### src/rtl/multicycle_ctrl_if.sv
// Instruction- and data-memory handshake bundle between the multi-cycle
// controller (master) and the two memory ports (slave).
interface multicycle_ctrl_if;
    logic imem_req;
    logic imem_ack;
    logic dmem_req;
    logic dmem_we;
    logic dmem_ack;

    modport master (
        output imem_req,
        input  imem_ack,
        output dmem_req,
        output dmem_we,
        input  dmem_ack
    );

    modport slave (
        input  imem_req,
        output imem_ack,
        input  dmem_req,
        input  dmem_we,
        output dmem_ack
    );
endinterface

### src/rtl/multicycle_ctrl.sv
// Multi-cycle RV32I control FSM: fetch, decode, execute, memory access and
// write-back sequencing with memory timeouts and a retired-instruction count.
module multicycle_ctrl #(
    parameter int MEM_TIMEOUT = 15
) (
    input  logic                      clk,
    input  logic                      rst,
    input  logic                      start,
    input  logic [6:0]                opcode,
    input  logic                      branch_taken,
    multicycle_ctrl_if.master         mem,
    output logic                      ir_we,
    output logic                      pc_we,
    output logic [1:0]                pc_sel,
    output logic                      rf_we,
    output logic [1:0]                wb_sel,
    output logic                      alu_a_pc,
    output logic                      alu_b_imm,
    output logic [2:0]                state,
    output logic                      busy,
    output logic                      illegal,
    output logic                      fault,
    output logic [31:0]               retired
);

    typedef enum logic [2:0] {
        IDLE   = 3'd0,
        FETCH  = 3'd1,
        DECODE = 3'd2,
        EXEC   = 3'd3,
        MEM    = 3'd4,
        WB     = 3'd5,
        HALT   = 3'd6
    } state_t;

    localparam logic [6:0] OP_R     = 7'b0110011;
    localparam logic [6:0] OP_I     = 7'b0010011;
    localparam logic [6:0] OP_L     = 7'b0000011;
    localparam logic [6:0] OP_S     = 7'b0100011;
    localparam logic [6:0] OP_B     = 7'b1100011;
    localparam logic [6:0] OP_LUI   = 7'b0110111;
    localparam logic [6:0] OP_AUIPC = 7'b0010111;
    localparam logic [6:0] OP_JAL   = 7'b1101111;
    localparam logic [6:0] OP_JALR  = 7'b1100111;

    localparam logic [7:0] TO_LAST = 8'(MEM_TIMEOUT - 1);

    state_t      state_q;
    state_t      state_next;
    logic [6:0]  op_q;
    logic [7:0]  wait_cnt;
    logic        retire;
    logic        set_illegal;
    logic        set_fault;
    logic        opcode_valid;
    logic        op_a_pc;
    logic        op_b_imm;
    logic        timeout_hit;

    always_comb begin
        opcode_valid = 1'b0;
        case (opcode)
            OP_R, OP_I, OP_L, OP_S, OP_B,
            OP_LUI, OP_AUIPC, OP_JAL, OP_JALR: opcode_valid = 1'b1;
            default:                           opcode_valid = 1'b0;
        endcase
    end

    assign op_a_pc     = (op_q == OP_AUIPC) || (op_q == OP_JAL);
    assign op_b_imm    = (op_q == OP_I) || (op_q == OP_L) || (op_q == OP_S) ||
                         (op_q == OP_AUIPC) || (op_q == OP_JALR);
    assign timeout_hit = (wait_cnt == TO_LAST);
    assign state       = state_q;
    assign busy        = (state_q != IDLE) && (state_q != HALT);

    always_ff @(posedge clk or posedge rst) begin
        if (rst) begin
            state_q <= IDLE;
        end else begin
            state_q <= state_next;
        end
    end

    // Ack on the final permitted cycle is checked before the timeout, so it wins.
    always_comb begin
        state_next    = state_q;
        mem.imem_req  = 1'b0;
        mem.dmem_req  = 1'b0;
        mem.dmem_we   = 1'b0;
        ir_we         = 1'b0;
        pc_we         = 1'b0;
        pc_sel        = 2'd0;
        rf_we         = 1'b0;
        wb_sel        = 2'd0;
        alu_a_pc      = 1'b0;
        alu_b_imm     = 1'b0;
        retire        = 1'b0;
        set_illegal   = 1'b0;
        set_fault     = 1'b0;
        case (state_q)
            IDLE: begin
                if (start) state_next = FETCH;
            end
            FETCH: begin
                mem.imem_req = 1'b1;
                if (mem.imem_ack) begin
                    ir_we      = 1'b1;
                    state_next = DECODE;
                end else if (timeout_hit) begin
                    set_fault  = 1'b1;
                    state_next = HALT;
                end
            end
            DECODE: begin
                if (!opcode_valid) begin
                    set_illegal = 1'b1;
                    state_next  = HALT;
                end else begin
                    state_next  = EXEC;
                end
            end
            EXEC: begin
                alu_a_pc  = op_a_pc;
                alu_b_imm = op_b_imm;
                if (op_q == OP_B) begin
                    pc_we  = 1'b1;
                    pc_sel = branch_taken ? 2'd1 : 2'd0;
                    retire = 1'b1;
                end else if ((op_q == OP_L) || (op_q == OP_S)) begin
                    state_next = MEM;
                end else begin
                    state_next = WB;
                end
            end
            MEM: begin
                mem.dmem_req = 1'b1;
                mem.dmem_we  = (op_q == OP_S);
                alu_b_imm    = 1'b1;
                if (mem.dmem_ack) begin
                    if (op_q == OP_S) begin
                        pc_we  = 1'b1;
                        retire = 1'b1;
                    end else begin
                        state_next = WB;
                    end
                end else if (timeout_hit) begin
                    set_fault  = 1'b1;
                    state_next = HALT;
                end
            end
            WB: begin
                rf_we     = 1'b1;
                pc_we     = 1'b1;
                alu_a_pc  = op_a_pc;
                alu_b_imm = op_b_imm;
                retire    = 1'b1;
                if (op_q == OP_L)                              wb_sel = 2'd1;
                else if ((op_q == OP_JAL) || (op_q == OP_JALR)) wb_sel = 2'd2;
                else if (op_q == OP_LUI)                       wb_sel = 2'd3;
                if (op_q == OP_JAL)       pc_sel = 2'd1;
                else if (op_q == OP_JALR) pc_sel = 2'd2;
            end
            HALT: begin
                state_next = HALT;
            end
            default: begin
                state_next = IDLE;
            end
        endcase
        if (retire) state_next = start ? FETCH : IDLE;
    end

    // Any state change restarts the wait count, covering MEM->FETCH on a store.
    always_ff @(posedge clk or posedge rst) begin
        if (rst) begin
            wait_cnt <= '0;
        end else if (state_next != state_q) begin
            wait_cnt <= '0;
        end else if (((state_q == FETCH) && !mem.imem_ack) ||
                     ((state_q == MEM) && !mem.dmem_ack)) begin
            wait_cnt <= wait_cnt + 8'd1;
        end
    end

    always_ff @(posedge clk or posedge rst) begin
        if (rst) begin
            op_q    <= '0;
            illegal <= 1'b0;
            fault   <= 1'b0;
            retired <= '0;
        end else begin
            if (state_q == DECODE) op_q <= opcode;
            if (set_illegal)       illegal <= 1'b1;
            if (set_fault)         fault <= 1'b1;
            if (retire)            retired <= retired + 32'd1;
        end
    end

endmodule

### src/flat_wrapper.sv
// flat-port wrapper written by rule: the top's interface ports become plain ports
module multicycle_ctrl_flat 
#(
    parameter int MEM_TIMEOUT = 15
)
  (clk, rst, start, opcode, branch_taken, ir_we, pc_we, pc_sel, rf_we, wb_sel, alu_a_pc, alu_b_imm, state, busy, illegal, fault, retired, mem_imem_req, mem_imem_ack, mem_dmem_req, mem_dmem_we, mem_dmem_ack);
  multicycle_ctrl_if mem_i ();
  input  logic clk;
  input  logic rst;
  input  logic start;
  input  logic [6:0] opcode;
  input  logic branch_taken;
  output logic ir_we;
  output logic pc_we;
  output logic [1:0] pc_sel;
  output logic rf_we;
  output logic [1:0] wb_sel;
  output logic alu_a_pc;
  output logic alu_b_imm;
  output logic [2:0] state;
  output logic busy;
  output logic illegal;
  output logic fault;
  output logic [31:0] retired;
  output wire logic [$bits(mem_i.imem_req)-1:0] mem_imem_req;
  input wire logic [$bits(mem_i.imem_ack)-1:0] mem_imem_ack;
  output wire logic [$bits(mem_i.dmem_req)-1:0] mem_dmem_req;
  output wire logic [$bits(mem_i.dmem_we)-1:0] mem_dmem_we;
  input wire logic [$bits(mem_i.dmem_ack)-1:0] mem_dmem_ack;
  assign mem_imem_req = mem_i.imem_req;
  assign mem_i.imem_ack = mem_imem_ack;
  assign mem_dmem_req = mem_i.dmem_req;
  assign mem_dmem_we = mem_i.dmem_we;
  assign mem_i.dmem_ack = mem_dmem_ack;
  multicycle_ctrl #(.MEM_TIMEOUT(MEM_TIMEOUT)) u_core (.clk(clk), .rst(rst), .start(start), .opcode(opcode), .branch_taken(branch_taken), .mem(mem_i), .ir_we(ir_we), .pc_we(pc_we), .pc_sel(pc_sel), .rf_we(rf_we), .wb_sel(wb_sel), .alu_a_pc(alu_a_pc), .alu_b_imm(alu_b_imm), .state(state), .busy(busy), .illegal(illegal), .fault(fault), .retired(retired));
endmodule
### config.mk
export PLATFORM = sky130hd
export DESIGN_NAME = multicycle_ctrl_flat
export DESIGN_NICKNAME = d
export VERILOG_FILES = /design/src/rtl/multicycle_ctrl_if.sv /design/src/rtl/multicycle_ctrl.sv /design/src/flat_wrapper.sv
export SDC_FILE = /design/constraint.sdc
export NUM_CORES = 1
export LEC_CHECK = 0
export BUFFER_PORTS_ARGS = -buffer_cell sky130_fd_sc_hd__clkbuf_2
export CAP_MARGIN = 30
export CORE_MARGIN = 10
export CORE_UTILIZATION = 59
export CTS_CLUSTER_SIZE = 40
export DETAILED_ROUTE_END_ITERATION = 6
export PLACE_DENSITY_LB_ADDON = 0.05
export SETUP_SLACK_MARGIN = 0.2
export SLEW_MARGIN = 30
export SYNTH_ARGS = -nofsm -noshare
export SYNTH_HDL_FRONTEND = slang
export SYNTH_SLANG_ARGS = --single-unit
export TNS_END_PERCENT = 1
### constraint.sdc
create_clock -name clk -period 5.6 [get_ports clk]
set_input_delay 0 -clock clk [delete_from_list [all_inputs] [get_ports clk]]
set_output_delay 0 -clock clk [all_outputs]
set_load 0.005 [all_outputs]
==> results of run 1 <==
[power groups by stage]
| stage | Combinational, W | Sequential (W) | Clock, W |
|---|---|---|---|
| floorplan | 0.000468 | 0.000511 | 0 |
| finish | 0.000548 | 0.000570 | 0.000218 |
| global route | 0.000613 | 0.000589 | 0.000239 |
| detailed placement | 0.000547 | 0.000577 | 0 |
| global placement | 0.000542 | 0.000574 | 0 |
| CTS | 0.000554 | 0.000569 | 0.000225 |
[worst max-delay path by stage]
stage,from,to,slack [ns],depth (start not counted)
2_1_floorplan,u_core.wait_cnt[7],u_core.wait_cnt[1],3.80,5
3_3_place_gp,u_core.state[1],u_core.wait_cnt[3],3.08,5
3_5_place_dp,u_core.state[1],u_core.wait_cnt[0],2.99,5
4_1_cts,u_core.state[1],u_core.wait_cnt[6],2.97,5
5_1_grt,u_core.state[1],u_core.wait_cnt[4],2.70,5
6_report,u_core.state[1],u_core.wait_cnt[0],2.96,5
[worst max-delay path: cells and delay by family (launching register included)]
family | cells | cell delay (ns)
flip-flops | 1 | 0.61
AO/OA/AOI/OAI | 2 | 0.69
AND/OR/NAND/NOR | 3 | 1.21
[state kept, by name (all words and copies together), names as in the netlist]
signal,flops
u_core.illegal,1
u_core.fault,1
u_core.wait_cnt,8
u_core.op_q,7
u_core.state,3
u_core.retired,32
[through the flow]
step	instances	util	power, W	setup slack [ns]	hold WS (ns)
after floorplan	300	-	0.000979	3.80	0.102
after global placement	418	0.673	0.00112	3.08	0.261
after detailed placement	418	0.673	0.00112	2.99	0.126
after CTS	434	0.709	0.00135	2.97	0.101
after global routing	434	0.709	0.00144	2.70	0.150
final	434	0.709	0.00134	2.96	0.111
[layout by cell type (no fill, tap or decap), types with 2 or more instances in the layout]
master         netlist  layout
clkbuf_8             0       6
or2_2                2       2
a21o_1               2       2
nor3b_2              4       4
or3_1                2       2
dfrtp_1             52      52
nand3_1             12      12
nand3b_1             2       2
a211oi_2             2       2
inv_1                5       4
xor2_1              32      32
or3b_1               2       2
and3_1              13      13
clkbuf_2             2      62
mux2_2               7       7
a21oi_4              2       2
and4_1               3       3
dlygate4sd3_1        0       9
nor3_1              12      12
nand2b_1             2       2
nand2_1             29      29
a21oi_1             11      11
xnor2_1              6       6
nor4_2               2       2
inv_2                2       2
o21ai_0              4       4
nor3b_1              3       3
nand4_1              8       8
nor4_1               2       2
nor2b_1              4       4
nor2_1              14      14
ha_1                 3       3
and2_1               4       4
nor3_2               5       5
[metal layers]
metal | wire (microns) | up-vias | global-route usage
li1 | - | 1207 | -
met1 | 3210 | 1190 | 0.214
met2 | 3450 | 51 | 0.282
met3 | 267 | 7 | 0.0299
met4 | 72 | 0 | 0.0566
met5 | 0 | - | 0
[logic make-up after synthesis]
kind of cell / share of synthesized area
AOI/OAI and AO/OA: 0.111
adders and majority gates: 0.0120
DFF: 0.418
xor gates and xnor gates: 0.107
and+or+nand+nor: 0.287
buffers and inverters: 0.0333
muxes: 0.0329
[repair_timing]
action,4_1_cts,5_1_grt
endpoints found under the hold margin,60,0
endpoints found under the setup margin,0,0
hold buffers,9,0
[final cells by class]
cell class / count / area [sq um] / area share
Multi-Input combinational cell: 227 / 1710 / 0.473
Sequential cell: 52 / 1300 / 0.359
Timing Repair Buffer: 71 / 400 / 0.111
Tap cell: 70 / 87.6 / 0.0242
Clock buffer: 6 / 82.6 / 0.0228
Inverter: 7 / 28.8 / 0.00795
Clock inverter: 1 / 8.76 / 0.00242
==> results.toml, run 1 <==
[run_status]
status = "complete, no violations"

[placed_design]
dpl.hpwl_mm = 5.13
place_congestion = 0.812
portBuffers = 62
placed_area_sq_mm = 0.00344

[route]
first_pass_iters = 4
avgRoutedWirePerCell_microns = 16.1
avgViaCountPerCell = 5.66
vias = 2455
wl_mm = 7.00
ant_nets = 0
drt_iter0_markers = 161
drc = 0

[power]
p_int_w = 0.000782
p_sw_frac = 0.414
power.share.clock = 0.163
combinationalPowerShare = 0.410
powerDensity_mw_per_mm2 = 369
p_seq_frac = 0.427
p_switching_w = 0.000553
p_leak_nw = 1.80
ir_drop_mv = 0.341

[worst_hold_path]
min_from = "mem_imem_ack"
hp-class = "input pin to register"
hold_depth = 5
holdPathEnd = "u_core.state[1]"

[cells_and_area]
area_growth_pct = 16.2
final_area_sq_mm = 0.00362
final_nets = 380
nFillCells = 396
layout-drive-gt1-share = 0.305
antenna_cells = 0

[grt]
grt_max_degree = 53
antenna_found_initial = 0
overflow = 0
grt_pass1_vias = 2521
track_usage = 0.168
grt_first_pass_wirelength_mm = 12.1

[synth]
synthCells = 300
async_reset_ff_frac = 1.00
yosys.cell_count.top_type = "dfrtp_1"
synth_ff_type = "dfrtp_1"
yosys-top-cells-count = "52 x dfrtp_1, 32 x xor2_1, 29 x nand2_1"
yosysWarningCount = 0
avgSynthCellArea_sq_um = 10.4
yosys-top-cells-area = "dfrtp_1 42%, xor2_1 9.0%, nand2_1 3.5%"
synth_edf_count = 0
synth-seq-cells = 52
synth.cell_area_sq_mm = 0.00312
synth_nets = 316
yosys.area.top_type = "dfrtp_1"
ys_types = 69
synth-seq-area-share = 0.418
synth_top_cell_area_share = 0.418

[die]
core_sq_mm = 0.00511
num_rows = 26
io_pins = 63
die_h_microns = 92.7
start_util = 0.610
die_w_microns = 92.7
dieArea_sq_mm = 0.00859

[setup_path]
cp.required_ns = 5.77
worstSetupStartpointType = "register"
end_kind = "register"
crit_slowest_cell = "nor2b_1"
cp_cell_sequence = "nor2b_1, nor2b_1, a211oi_2, o221ai_2, nor3_1"
r2r_start = "u_core.state[1]"
critPathMaxStageDelay_ns = 0.75
path_max_fanout = 14
worst_ep_arrival_time_ns = 2.81
rr_worst_depth = 5
r2r_setup_slack_ns = 2.96
reg2reg_to = "u_core.wait_cnt[0]"
cp_common_cell = "nor2b_1"
crit_type = "register to register"

[clock_tree]
clockBufferDepth = 2
htreeDepth = 2
clk_latency_ns = 0.30
path_clk_slew_ns = 0.09
clockRootBuffer = "clkbuf_8"
clock_sinks = 52
cts_resized = 0
cts_setup_buffers = 0
cts_tree = "done"
cts_buffers = 5

[sta]
skew_ns = 0.00385
period_needed_ns = 2.64
slew_headroom = 0.418
rsz0062_at_grt = "no"
worst_pin_slew_ns = 0.871
finalSetupTns_ns = 0
finalSetupViolCount = 0
maxSlewViolCount = 0
fmax_mhz = 378
period_share = 0.472
final-hold-violation-count = 0

[job]
drv_cap = 0
(Power assumes the default switching activity.)
==> run 2: changes to the inputs <==
--- a/config.mk
+++ b/config.mk
@@ -8,7 +8,7 @@
 export BUFFER_PORTS_ARGS = -buffer_cell sky130_fd_sc_hd__clkbuf_2
 export CAP_MARGIN = 30
 export CORE_MARGIN = 10
-export CORE_UTILIZATION = 59
+export CORE_UTILIZATION = 55
 export CTS_CLUSTER_SIZE = 40
 export DETAILED_ROUTE_END_ITERATION = 6
 export PLACE_DENSITY_LB_ADDON = 0.05
==> constraint.sdc (replaced) <==
create_clock -name clk -period 2.6 [get_ports clk]
set_input_delay 0 -clock clk [delete_from_list [all_inputs] [get_ports clk]]
set_output_delay 0 -clock clk [all_outputs]
set_load 0.005 [all_outputs]
==> run 2 against run 1 <==
Design area rose by 2.9%. Critical path depth rose by 2. Register-to-register slack got worse by 2.6 ns. First-iteration DRC count fell by 15%. Power rose by 130%. Largest cell class unchanged. Critical endpoint is now u_core.wait_cnt[3]. Clock power rose by 110%. Via count rose by 4.3%. Highest routed layer unchanged. Largest power group is now combinational cells.
==> results.toml, run 2 (synthesis results as in run 1) <==
[route]
wl_mm = 7.37
drt_iter0_markers = 137
vias = 2561
ant_nets = 0
avgViaCountPerCell = 5.72
avgRoutedWirePerCell_microns = 16.5
first_pass_iters = 4
drc = 0

[die]
core_sq_mm = 0.00551
io_pins = 63
dieArea_sq_mm = 0.00908
die_h_microns = 95.3
start_util = 0.566
die_w_microns = 95.3
num_rows = 27

[placed_design]
place_congestion = 0.894
portBuffers = 62
placed_area_sq_mm = 0.00349
dpl.hpwl_mm = 5.28

[cells_and_area]
largest_reg_flops = 32
antenna_cells = 0
top_regs = "u_core.retired (32), u_core.wait_cnt (8), u_core.op_q (7)"
layout-drive-gt1-share = 0.322
layout_common_cells = "62 x clkbuf_2, 52 x dfrtp_1, 32 x xor2_1, 29 x nand2_1, 14 x nor2_1"
area_growth_pct = 19.5
max_flop_register = "u_core.retired"
final_area_sq_mm = 0.00372
final_nets = 391
final_common_cell = "clkbuf_2"

[sta]
final-hold-violation-count = 0
finalSetupTns_ns = 0
maxSlewViolCount = 0
worst_pin_slew_ns = 0.706
skew_ns = 0.0117
slew_headroom = 0.517
rsz0062_at_grt = "yes"
period_needed_ns = 2.21
period_share = 0.852
finalSetupViolCount = 0
fmax_mhz = 451

[clock_tree]
path_clk_slew_ns = 0.10
cts_resized = 0
htreeDepth = 2
clockRootBuffer = "clkbuf_8"
cts_buffers = 5
clk_latency_ns = 0.31
clockBufferDepth = 2
clock_sinks = 52
cts_tree = "done"

[worst_hold_path]
min_from = "mem_imem_ack"
hp-class = "input pin to register"

[setup_path]
startpoint = "opcode[4]"
worstSetupStartpointType = "input pin"
cp.required_ns = 2.76
r2r_start = "u_core.state[2]"
crit_type = "input pin to register"
worst_ep_arrival_time_ns = 2.38
end_kind = "register"
path_max_fanout = 8

[run_status]
status = "complete, no violations"

[grt]
overflow = 0
antenna_found_initial = 0
grt_max_degree = 53
grt_pass1_vias = 2456
track_usage = 0.165
grt_first_pass_wirelength_mm = 12.3

[power]
powerDensity_mw_per_mm2 = 810
p_leak_nw = 1.86
ir_drop_mv = 0.560

[job]
drv_cap = 0
-- run 2: cell types whose count changed in the layout (fill, tap and decap cells not counted) --
cell	before	now
buf_12	0	2
buf_4	0	9
clkbuf_1	0	2
clkbuf_8	6	5
-- run 2: layout make-up --
cell class | count | area [sq um]
Sequential cell | 52 | 1300
Timing Repair Buffer | 82 | 508
Inverter | 7 | 28.8
Multi-Input combinational cell | 227 | 1710
Tap cell | 72 | 90.1
Clock buffer | 7 | 76.3
Fill cell | 448 | 1780
Clock inverter | 1 | 8.76
-- run 2: worst paths after layout --
check                                     endpoint  slack, ns  depth (start not counted)
max in group asynchronous           u_core.op_q[6]       1.85                          3
min in group asynchronous       u_core.retired[18]       0.31                          3
worst min register to register        u_core.fault       0.46                          1
worst max register to register  u_core.retired[30]       0.40                          8
worst min-delay path               u_core.state[1]       0.12                          5
worst max-delay path            u_core.wait_cnt[3]       0.39                          7
-- run 2: per-stage QoR --
step / power (W) / std cells / worst slack (ns) / util / hold slack [ns]
floorplan: 0.00211 / 300 / 0.796 / - / 0.102
global placement: 0.00247 / 427 / 0.288 / 0.634 / 0.254
detailed placement: 0.00249 / 427 / 0.191 / 0.635 / 0.135
CTS: 0.00298 / 445 / 0.294 / 0.670 / 0.105
global route: 0.00324 / 448 / 0.140 / 0.676 / 0.146
finish: 0.00302 / 448 / 0.385 / 0.676 / 0.115
-- run 2: per-layer routing --
layer  part of all wire  global-route usage  routed length (microns)
met1               0.47               0.222                     3430
met4             0.0091              0.0436                       67
met2               0.48               0.264                     3540
met5                  0                   0                        0
met3              0.045              0.0346                      331
-- run 2: timing repair --
item / CTS / global route
endpoints found under the hold margin: 60 / 0
hold buffers: 9 / 0
cloned: 0 / 0
setup endpoints to repair: 5 / 9
setup buffers: 1 / 3
pin swaps: 1 / 0
-- run 2: critical path, cell delays in order --
cell           delay [ns]
dlygate4sd3_1        0.54
clkbuf_2             0.13
nand2b_1             0.15
a2111oi_0            0.68
a311oi_1             0.23
mux2i_2              0.55
nor3_1               0.11
-- run 2: where the power goes --
part           switching (W)  leakage, nW  total, W  internal (W)
Sequential          0.000267        0.700   0.00121      0.000940
Combinational       0.000708         1.12   0.00134      0.000634
Clock               0.000275       0.0424  0.000468      0.000193
Total                0.00125         1.86   0.00302       0.00177
